### src/rtl/bus_access_scheduler.sv
// Round-robin bus-tenure scheduler: one owner at a time, whole-burst grants, beat mux to the shared port.
// Optional macro BUS_SCHED_PRIO0_EN: client 0 always wins arbitration and never moves the rr pointer.
//
// state   | meaning
// IDLE    | no owner; arbitrate among req_i, grant on the next edge
// ACTIVE  | owner drives the bus; tenure ends on last beat, beat limit, req drop or stall timeout
// RELEASE | one dead cycle; gnt_o low, owner index and beat count held, rr pointer updated
//
// abort_o / timeout_o are registered and pulse during the RELEASE cycle that the event caused.
module bus_access_scheduler #(
  parameter  int NUM_CLIENTS    = 4,
  parameter  int MAX_BEATS      = 16,
  parameter  int TIMEOUT_CYCLES = 64,
  localparam int IDX_W          = (NUM_CLIENTS > 1) ? $clog2(NUM_CLIENTS) : 1,
  localparam int CNT_W          = $clog2(MAX_BEATS + 1),
  localparam int STALL_W        = (TIMEOUT_CYCLES > 1) ? $clog2(TIMEOUT_CYCLES) : 1
) (
  input  logic                   clk_i,
  input  logic                   rst_n_i,
  input  logic [NUM_CLIENTS-1:0] req_i,
  input  logic [NUM_CLIENTS-1:0] valid_i,
  input  logic [NUM_CLIENTS-1:0] last_i,
  input  logic                   bus_ready_i,
  output logic [NUM_CLIENTS-1:0] gnt_o,
  output logic [IDX_W-1:0]       gnt_idx_o,
  output logic                   bus_valid_o,
  output logic                   bus_last_o,
  output logic [CNT_W-1:0]       beat_cnt_o,
  output logic                   abort_o,
  output logic                   timeout_o
);

  typedef enum logic [1:0] {
    ST_IDLE    = 2'd0,
    ST_ACTIVE  = 2'd1,
    ST_RELEASE = 2'd2
  } state_e;

  state_e                 state_q, state_d;
  logic [NUM_CLIENTS-1:0] gnt_q, gnt_d;
  logic [IDX_W-1:0]       gnt_idx_q, gnt_idx_d;
  logic [IDX_W-1:0]       ptr_q, ptr_d;
  logic [CNT_W-1:0]       beat_cnt_q, beat_cnt_d;
  logic [STALL_W-1:0]     stall_q, stall_d;
  logic                   abort_q, abort_d;
  logic                   timeout_q, timeout_d;

  logic                   own_req, own_valid, own_last;
  logic                   active, fire, burst_end, stall_max;
  logic                   hi_found, lo_found, win_found;
  logic [IDX_W-1:0]       hi_idx, lo_idx, win_idx;

  assign own_req   = req_i[gnt_idx_q];
  assign own_valid = valid_i[gnt_idx_q];
  assign own_last  = last_i[gnt_idx_q];
  assign active    = (state_q == ST_ACTIVE);
  assign fire      = active & own_valid & bus_ready_i;
  assign burst_end = own_last | (beat_cnt_q == CNT_W'(MAX_BEATS - 1));
  assign stall_max = (stall_q == STALL_W'(TIMEOUT_CYCLES - 1));

  // Rotating search: lowest requester above ptr wins, otherwise wrap to the lowest at or below it.
  always_comb begin
    hi_found = 1'b0;
    lo_found = 1'b0;
    hi_idx   = '0;
    lo_idx   = '0;
    for (int j = NUM_CLIENTS - 1; j >= 0; j--) begin
      if (req_i[j]) begin
        if (j > int'(ptr_q)) begin
          hi_found = 1'b1;
          hi_idx   = IDX_W'(j);
        end else begin
          lo_found = 1'b1;
          lo_idx   = IDX_W'(j);
        end
      end
    end
    win_found = hi_found | lo_found;
    win_idx   = hi_found ? hi_idx : lo_idx;
`ifdef BUS_SCHED_PRIO0_EN
    if (req_i[0]) begin
      win_idx = '0;
    end
`endif
  end

  always_comb begin
    state_d    = state_q;
    gnt_d      = gnt_q;
    gnt_idx_d  = gnt_idx_q;
    ptr_d      = ptr_q;
    beat_cnt_d = beat_cnt_q;
    stall_d    = stall_q;
    abort_d    = 1'b0;
    timeout_d  = 1'b0;

    unique case (state_q)
      ST_IDLE: begin
        if (win_found) begin
          state_d          = ST_ACTIVE;
          gnt_d            = '0;
          gnt_d[win_idx]   = 1'b1;
          gnt_idx_d        = win_idx;
          beat_cnt_d       = '0;
          stall_d          = '0;
        end
      end

      ST_ACTIVE: begin
        // A beat on the bus outranks both a req drop and the stall limit.
        if (fire && burst_end) begin
          state_d    = ST_RELEASE;
          gnt_d      = '0;
          beat_cnt_d = beat_cnt_q + CNT_W'(1);
        end else if (!own_req && !fire) begin
          state_d = ST_RELEASE;
          gnt_d   = '0;
          abort_d = 1'b1;
        end else if (!fire && stall_max) begin
          state_d   = ST_RELEASE;
          gnt_d     = '0;
          timeout_d = 1'b1;
        end else if (fire) begin
          beat_cnt_d = beat_cnt_q + CNT_W'(1);
          stall_d    = '0;
        end else begin
          stall_d = stall_q + STALL_W'(1);
        end
      end

      ST_RELEASE: begin
        state_d   = ST_IDLE;
        gnt_idx_d = '0;
`ifdef BUS_SCHED_PRIO0_EN
        if (gnt_idx_q != '0) begin
          ptr_d = gnt_idx_q;
        end
`else
        ptr_d = gnt_idx_q;
`endif
      end

      default: begin
        state_d = ST_IDLE;
        gnt_d   = '0;
      end
    endcase
  end

  always_ff @(posedge clk_i) begin
    if (!rst_n_i) begin
      state_q    <= ST_IDLE;
      gnt_q      <= '0;
      gnt_idx_q  <= '0;
      ptr_q      <= IDX_W'(NUM_CLIENTS - 1);
      beat_cnt_q <= '0;
      stall_q    <= '0;
      abort_q    <= 1'b0;
      timeout_q  <= 1'b0;
    end else begin
      state_q    <= state_d;
      gnt_q      <= gnt_d;
      gnt_idx_q  <= gnt_idx_d;
      ptr_q      <= ptr_d;
      beat_cnt_q <= beat_cnt_d;
      stall_q    <= stall_d;
      abort_q    <= abort_d;
      timeout_q  <= timeout_d;
    end
  end

  assign gnt_o       = gnt_q;
  assign gnt_idx_o   = gnt_idx_q;
  assign bus_valid_o = active & own_valid;
  assign bus_last_o  = active & burst_end;
  assign beat_cnt_o  = beat_cnt_q;
  assign abort_o     = abort_q;
  assign timeout_o   = timeout_q;

endmodule

### config.mk
export PLATFORM = sky130hd
export DESIGN_NAME = bus_access_scheduler
export DESIGN_NICKNAME = d
export VERILOG_FILES = /design/src/rtl/bus_access_scheduler.sv
export SDC_FILE = /design/constraint.sdc
export NUM_CORES = 1
export LEC_CHECK = 0
export ABC_CLOCK_PERIOD_IN_PS = 4700
export BUFFER_PORTS_ARGS = -buffer_cell sky130_fd_sc_hd__buf_2
export CAP_MARGIN = 10
export CORE_MARGIN = 1.5
export CORE_UTILIZATION = 55
export CTS_CLUSTER_DIAMETER = 100
export CTS_CLUSTER_SIZE = 10
export DETAILED_ROUTE_END_ITERATION = 6
export HOLD_SLACK_MARGIN = 0.05
export PLACE_DENSITY = 0.8
export SYNTH_ARGS = -nofsm -noshare
export SYNTH_HDL_FRONTEND = slang
export SYNTH_SLANG_ARGS = --single-unit
### constraint.sdc
create_clock -name clk_i -period 4.7 [get_ports clk_i]
set_input_delay 0.94 -clock clk_i [delete_from_list [all_inputs] [get_ports clk_i]]
set_output_delay 0.94 -clock clk_i [all_outputs]
set_load 0.02 [all_outputs]
==> results by group, run 1 <==
STA
  • Setup Skew: 3.80 ps
  • Slew headroom: 39.8%
  • Unrepaired setup endpoints after global routing: no
  • Final setup fails: 0
  • Final min period: 2850 ps
  • Tcrit/Tclk final: 60.7%
  • Slew Viols, Final: 0
  • FMAX: 350 MHz
  • Fin. Hold Viols: 0
  • Min setup slack post-route: 1850 ps
  • Slew @ Worst Pin: 892 ps
  • Setup TNS: 0 ps

Place
  • GPL Wtd Cong: 0.844
  • PortBufs: 29
  • Placement Setup Slack: 1860 ps
  • Post-detail-place hpwl: 2.02 mm

Synthesis
  • FF+latch count, synth: 23
  • Sequential element share of the synthesized area: 35.7%
  • Average size of a mapped cell: 8.59 sq um
  • Main synth FF type: dfxtp_1
  • Most instantiated library cell after synthesis: dfxtp_1
  • Syn nets: 168
  • Synthesized area: 1290 sq um
  • EDFF count, synth: 0
  • Synth top area cells: dfxtp_1 (36%), nand2_1 (4.1%), nor2_1 (4.1%)
  • Post-synthesis async set-or-reset flop share: 0%
  • Leading area contributor after synthesis: dfxtp_1
  • Count of different cell masters after synthesis: 46
  • Synth warn: 0
  • Synth cell count leaders: dfxtp_1 (23), nand2_1 (14), nor2_1 (14)
  • Post-synthesis cell count: 150
  • Area share of the largest cell type after synthesis: 35.7%

Global route
  • Initial antenna violation count: 0
  • GRT Util Overall: 22.7%
  • First-pass GRT wire length: 4.64 mm
  • Largest net degree at the start of global routing: 18
  • Vias in the first global route: 1,107
  • Remaining Overflow, GRT: 0

Critical path
  • Crit path kind: in2out
  • CP max stage cell: mux4_2
  • Worst endpoint required time: 3760 ps
  • Critical Path End Type: primary output
  • Startpoint Class: input port
  • Critical path buffers and inverters: 2
  • Worst path cell trace: buf_2, mux4_2, nor2_2, nor2_1, buf_2
  • Crit path from: last_i[3]
  • Critical Path Fanout Max: 4
  • RR Startpoint: gnt_idx_o[0]
  • Worst path top cell family by delay: multiplexers
  • Crit path DAT: 1910 ps
  • Slowest cell delay on critical path: 470 ps
  • Most numerous cell on the critical path: buf_2

Finish
  • Final-layout fill cell count: 187
  • Sequential Area: 460 sq um
  • Area delta synth->final: 13.0%
  • Number of diodes: 0
  • Layout Utilization: 65.8%
  • Layout cells sized above 1: 26.0%
  • Layout Nets: 196
  • Area occupied by multi-input gates: 762 sq um

Routing
  • Starting DRT DRC Count: 17
  • Final ANT Viol Nets: 0
  • Via density: 5.65
  • Final WL: 2.62 mm
  • DR WL/cell: 12.8 um
  • Drt pass-1 iters: 4
  • Post-route DRC violation count: 0
  • Total vias in the final route: 1,158

Job
  • Max-cap violations: 0

Power and ir drop
  • Pint: 281 uW
  • Pwr dens: 284 nW/um^2
  • Net switching power: 133 uW
  • Power share of the clock group: 21.6%
  • Tot Pwr: 414 uW
  • Logic pwr share: 26.1%
  • Maximum vdd drop: 191 uV
  • Seq pwr share: 52.3%
  • Sw Share: 32.1%
  • Leak pwr: 0.000639 uW

Clock network
  • Total CTS buffers: 3
  • Post-cts hold buffer count: 0
  • # clock sinks: 23
  • Htree depth: 1
  • Root buf cell: clkbuf_4
  • Clk slew on worst S/H paths: 130 ps
  • Post-CTS setup buffers: 0
  • TritonCTS clock tree: yes
  • Clk buf depth: 2
  • Post_cts resized: 0
  • Worst skew pair latency: 300 ps

Floorplanning
  • Num rows: 17
  • Starting density of the core: 58.3%
  • Die X-Extent: 51.4 um
  • Die height: 51.4 um
  • Total die area: 2640 sq um
  • Core area: 2210 sq um
  • Io pins: 30

Min path
  • Hold Crit Start: gnt_o[3]
  • Min-delay worst type: reg2reg

Run status
  • Status: complete, no violations
placed cells by master, fill, tap and decap left out, types with 3 or more instances in the layout:
master | netlist | final
ha_1 | 3 | 3
nor2_1 | 14 | 14
nand3_1 | 7 | 7
o22ai_1 | 3 | 3
a21oi_1 | 6 | 6
nor2b_1 | 7 | 7
o21ai_0 | 3 | 3
inv_1 | 7 | 7
o21a_1 | 3 | 3
a32o_1 | 3 | 3
a211o_1 | 3 | 3
nand2_1 | 14 | 14
nand2b_1 | 3 | 3
nor3_1 | 8 | 8
buf_2 | 1 | 29
dfxtp_1 | 23 | 23
clkbuf_4 | 0 | 3
mux2i_1 | 3 | 3
per-stage QoR:
step           hold WS (ps)  area (sq um)  std cells
2_1_floorplan           459          1290        150
3_3_place_gp            462          1430        201
3_5_place_dp            464          1430        201
4_1_cts                 488          1460        205
5_1_grt                 504          1460        205
6_report                484          1460        205
power groups by stage:
stage                     combinational (uW)  clock [uW]  sequential [uW]
after floorplan                         81.0           0              222
after CTS                                108        92.8              217
after global placement                   105           0              220
after global routing                     120         101              219
after detailed placement                 107           0              221
final                                    108        89.3              217
sequential cells by signal, summed over array words and instances, names as in the netlist:
name        flops
beat_cnt_o      5
stall_q         6
gnt_o           4
state_q         2
abort_o         1
timeout_o       1
gnt_idx_o       2
ptr_q           2
logic make-up after synthesis:
logic type               count (synthesis)  share of synthesized area (%)
AO/OA/AOI/OAI                           39                           22.8
adder cells (fa/ha/maj)                  3                           2.91
buffers and inverters                   13                           5.15
flip-flops                              23                           35.7
multiplexers                             5                           5.83
AND/OR/NAND/NOR                         67                           27.6
worst reg2reg max path, cell delays in order (launching register included):
cell     delay [ps]
dfxtp_1         530
mux4_2          560
nor2_2          160
nand3_1         180
and3_4          250
a211o_1         280
final timing paths:
path                endpoint  slack [ps]  depth (start not counted)
setup / recovery  bus_last_o        1850                          5
hold / removal      gnt_o[3]         480                          2
setup reg to reg  stall_q[4]        2640                          5
hold reg to reg     gnt_o[3]         480                          2
layer usage:
metal / GRT usage, % / vias to the layer above / wire length (um)
li1: - / 601 / -
met1: 28.2 / 535 / 1230
met2: 39.5 / 18 / 1290
met3: 3.22 / 4 / 67
met4: 8.33 / 0 / 26
met5: 0 / - / 0
layout make-up:
cell class	instances	share of cell area (%)
clock buffer	3	1.55
clock inverter	1	0.344
inverter	7	1.80
multi-input combinational	114	52.3
sequential	23	31.6
tap	28	2.41
timing repair buffer	29	9.97
(Power assumes the default switching activity.)
==> run 2: changes to the inputs <==
==> config.mk (replaced) <==
export PLATFORM = sky130hd
export DESIGN_NAME = bus_access_scheduler
export DESIGN_NICKNAME = d
export VERILOG_FILES = /design/src/rtl/bus_access_scheduler.sv
export SDC_FILE = /design/constraint.sdc
export NUM_CORES = 1
export LEC_CHECK = 0
export ABC_CLOCK_PERIOD_IN_PS = 2500
export BUFFER_PORTS_ARGS = -buffer_cell sky130_fd_sc_hd__buf_2
export CAP_MARGIN = 10
export CORE_ASPECT_RATIO = 0.5
export CORE_MARGIN = 1.5
export CORE_UTILIZATION = 47
export CTS_CLUSTER_DIAMETER = 100
export CTS_CLUSTER_SIZE = 10
export DETAILED_ROUTE_END_ITERATION = 6
export HOLD_SLACK_MARGIN = 0.05
export PLACE_DENSITY = 0.73
export SYNTH_ARGS = -nofsm -noshare
export SYNTH_HDL_FRONTEND = slang
export SYNTH_SLANG_ARGS = --single-unit
==> constraint.sdc (replaced) <==
create_clock -name clk_i -period 2.5 [get_ports clk_i]
set_input_delay 0.5 -clock clk_i [delete_from_list [all_inputs] [get_ports clk_i]]
set_output_delay 0.5 -clock clk_i [all_outputs]
set_load 0.02 [all_outputs]
==> results by group, run 2 (synthesis gave the netlist of run 1 again) <==
Run status
  • Status: complete, no violations

STA
  • Final min period: 2250 ps
  • FMAX: 444 MHz
  • Slew headroom: 58.1% (+18 points)
  • Min setup slack post-route: 246 ps (-1600 ps)
  • WHS: 483 ps (-1.38 ps)
  • Slew Viols, Final: 0 (unchanged)
  • Setup TNS: 0 ps (unchanged)
  • Final setup fails: 0 (unchanged)
  • Setup Skew: 5.01 ps (+1.20 ps)
  • Slew @ Worst Pin: 623 ps (-269 ps)
  • Unrepaired setup endpoints after global routing: no
  • Fin. Hold Viols: 0 (unchanged)
  • Tcrit/Tclk final: 90.2%

Critical path
  • Crit path DAT: 1750 ps (-160 ps)
  • Critical path buffers and inverters: 1 (-1)
  • Critical Path Fanout Max: 9 (+5)
  • Critical Path End Type: primary output
  • Critical path depth in cells: 4 (-1)
  • Worst endpoint required time: 2000 ps (-1760 ps)
  • Slowest cell delay on critical path: 570 ps (+100 ps)
  • Startpoint Class: flip-flop
  • Worst path cell trace: mux4_2, nor2_2, nor2_1, buf_2
  • Worst path top cell family by delay: multiplexers
  • R2R depth: 5 (unchanged)
  • CP max stage cell: mux4_2
  • RR Startpoint: gnt_idx_o[0]
  • Setup slack, reg-to-reg: 400 ps (-2240 ps)
  • Crit path kind: reg2out
  • Reg-to-Reg End: stall_q[4]

Min path
  • Worst Hold End: gnt_o[3]
  • Hold Crit Start: gnt_o[3]
  • Min-delay worst type: reg2reg
  • Cells on Worst Hold Path: 2 (unchanged)

Power and ir drop
  • Leak pwr: 0.000653 uW (+2.3%)
  • Maximum vdd drop: 307 uV (+61%)
  • Pwr dens: 561 nW/um^2 (+98%)
  • Tot Pwr: 842 uW (+100%)

Floorplanning
  • Die height: 40.0 um (-22%)
  • Starting density of the core: 49.5% (-8.7 points)
  • Num rows: 13 (-4)
  • Io pins: 30 (unchanged)
  • Die X-Extent: 77.1 um (+50%)
  • Total die area: 3080 sq um (+17%)
  • Core area: 2600 sq um (+18%)

Clock network
  • Post-cts hold buffer count: 0 (unchanged)
  • Clk buf depth: 2 (unchanged)
  • TritonCTS clock tree: yes
  • Post-CTS setup buffers: 0 (unchanged)
  • Root buf cell: clkbuf_8
  • Post_cts resized: 0 (unchanged)
  • Worst skew pair latency: 260 ps (-40 ps)
  • Clk slew on worst S/H paths: 70 ps (-60 ps)
  • Htree depth: 1 (unchanged)
  • Total CTS buffers: 3 (unchanged)
  • # clock sinks: 23 (unchanged)

Routing
  • Post-route DRC violation count: 0 (unchanged)
  • DR WL/cell: 11.8 um (-7.7%)
  • Final WL: 2.54 mm (-2.7%)
  • Final ANT Viol Nets: 0 (unchanged)
  • Drt pass-1 iters: 4 (unchanged)
  • Via density: 5.47 (-3.2%)
  • Starting DRT DRC Count: 73 (+56)
  • Total vias in the final route: 1,181 (+2.0%)

Place
  • GPL Wtd Cong: 0.903 (+7.0%)
  • Placement Cell Area: 1460 sq um (+1.8%)
  • Post-detail-place hpwl: 1.98 mm (-2.2%)
  • PortBufs: 29 (unchanged)
  • Placement Setup Slack: 296 ps (-1570 ps)

Finish
  • Leading cell type in the layout, fill and taps excluded: buf_2
  • Largest register FFs: 6 (unchanged)
  • Number of diodes: 0 (unchanged)
  • Final-layout fill cell count: 251 (+34%)
  • Finished layout cell area: 1500 sq um (+3.0%)
  • Most flops, register: stall_q
  • Layout Nets: 198 (+1.0%)
  • Layout cells sized above 1: 26.3% (+0.27 points)
  • Area delta synth->final: 16.4%
  • Most frequent cells in the layout: buf_2 (29), dfxtp_1 (23), nand2_1 (14), nor2_1 (14), nor3_1 (8)

Global route
  • First-pass GRT wire length: 4.33 mm (-6.7%)
  • GRT Util Overall: 18.2% (-4.5 points)
  • Remaining Overflow, GRT: 0 (unchanged)
  • Initial antenna violation count: 0 (unchanged)
  • Vias in the first global route: 963 (-13%)
  • Largest net degree at the start of global routing: 18 (unchanged)

Job
  • Max-cap violations: 0 (unchanged)
[run 2: cell count changes in the layout (fill, tap and decap cells not counted), sizes merged]
| cell | change |
|---|---|
| buf | +2 |
| clkinv | -1 |
| clkbuf | +1 |
[run 2: worst max path at each step]
stage                      start            end  slack [ps]
floorplan           gnt_idx_o[0]     stall_q[3]         530
global placement        req_i[3]  beat_cnt_o[2]         390
detailed placement      req_i[3]  beat_cnt_o[2]         300
CTS                 gnt_idx_o[0]     bus_last_o         240
global route        gnt_idx_o[0]     bus_last_o         140
finish              gnt_idx_o[0]     bus_last_o         250
[run 2: per-layer routing]
layer	up-vias	global-route usage, %	share of wire [%]
li1	611	-	-
met4	0	4.09	0.51
met3	2	4.77	2.6
met2	11	32.5	47
met5	-	0	0
met1	557	23.1	50
[run 2: through the flow]
| stage | utilization (%) | instances |
|---|---|---|
| floorplan | - | 150 |
| global placement | 55.9 | 212 |
| detailed placement | 55.9 | 212 |
| CTS | 57.6 | 216 |
| global route | 57.6 | 216 |
| finish | 57.6 | 216 |
[run 2: power by group]
part | leakage, uW | switching [uW] | internal, uW | total [uW]
Clock | 0.0000228 | 113 | 114 | 227
Sequential | 0.000187 | 23.3 | 384 | 408
Combinational | 0.000443 | 119 | 88.3 | 208
[run 2: cell type report]
| class | count | area (sq um) | share of cell area, % |
|---|---|---|---|
| Multi-Input combinational cell | 114 | 762 | 50.8 |
| Timing Repair Buffer | 31 | 160 | 10.7 |
| Clock buffer | 4 | 45.0 | 3.00 |
| Tap cell | 37 | 46.3 | 3.09 |
| Inverter | 7 | 26.3 | 1.75 |
| Sequential cell | 23 | 460 | 30.7 |
[run 2: tightest hold or removal path, delay by kind of cell (launching register included)]
kind / cells / cell delay [ps]
flip-flops: 1 / 310
AND/OR/NAND/NOR: 1 / 50
AO/OA/AOI/OAI: 1 / 70
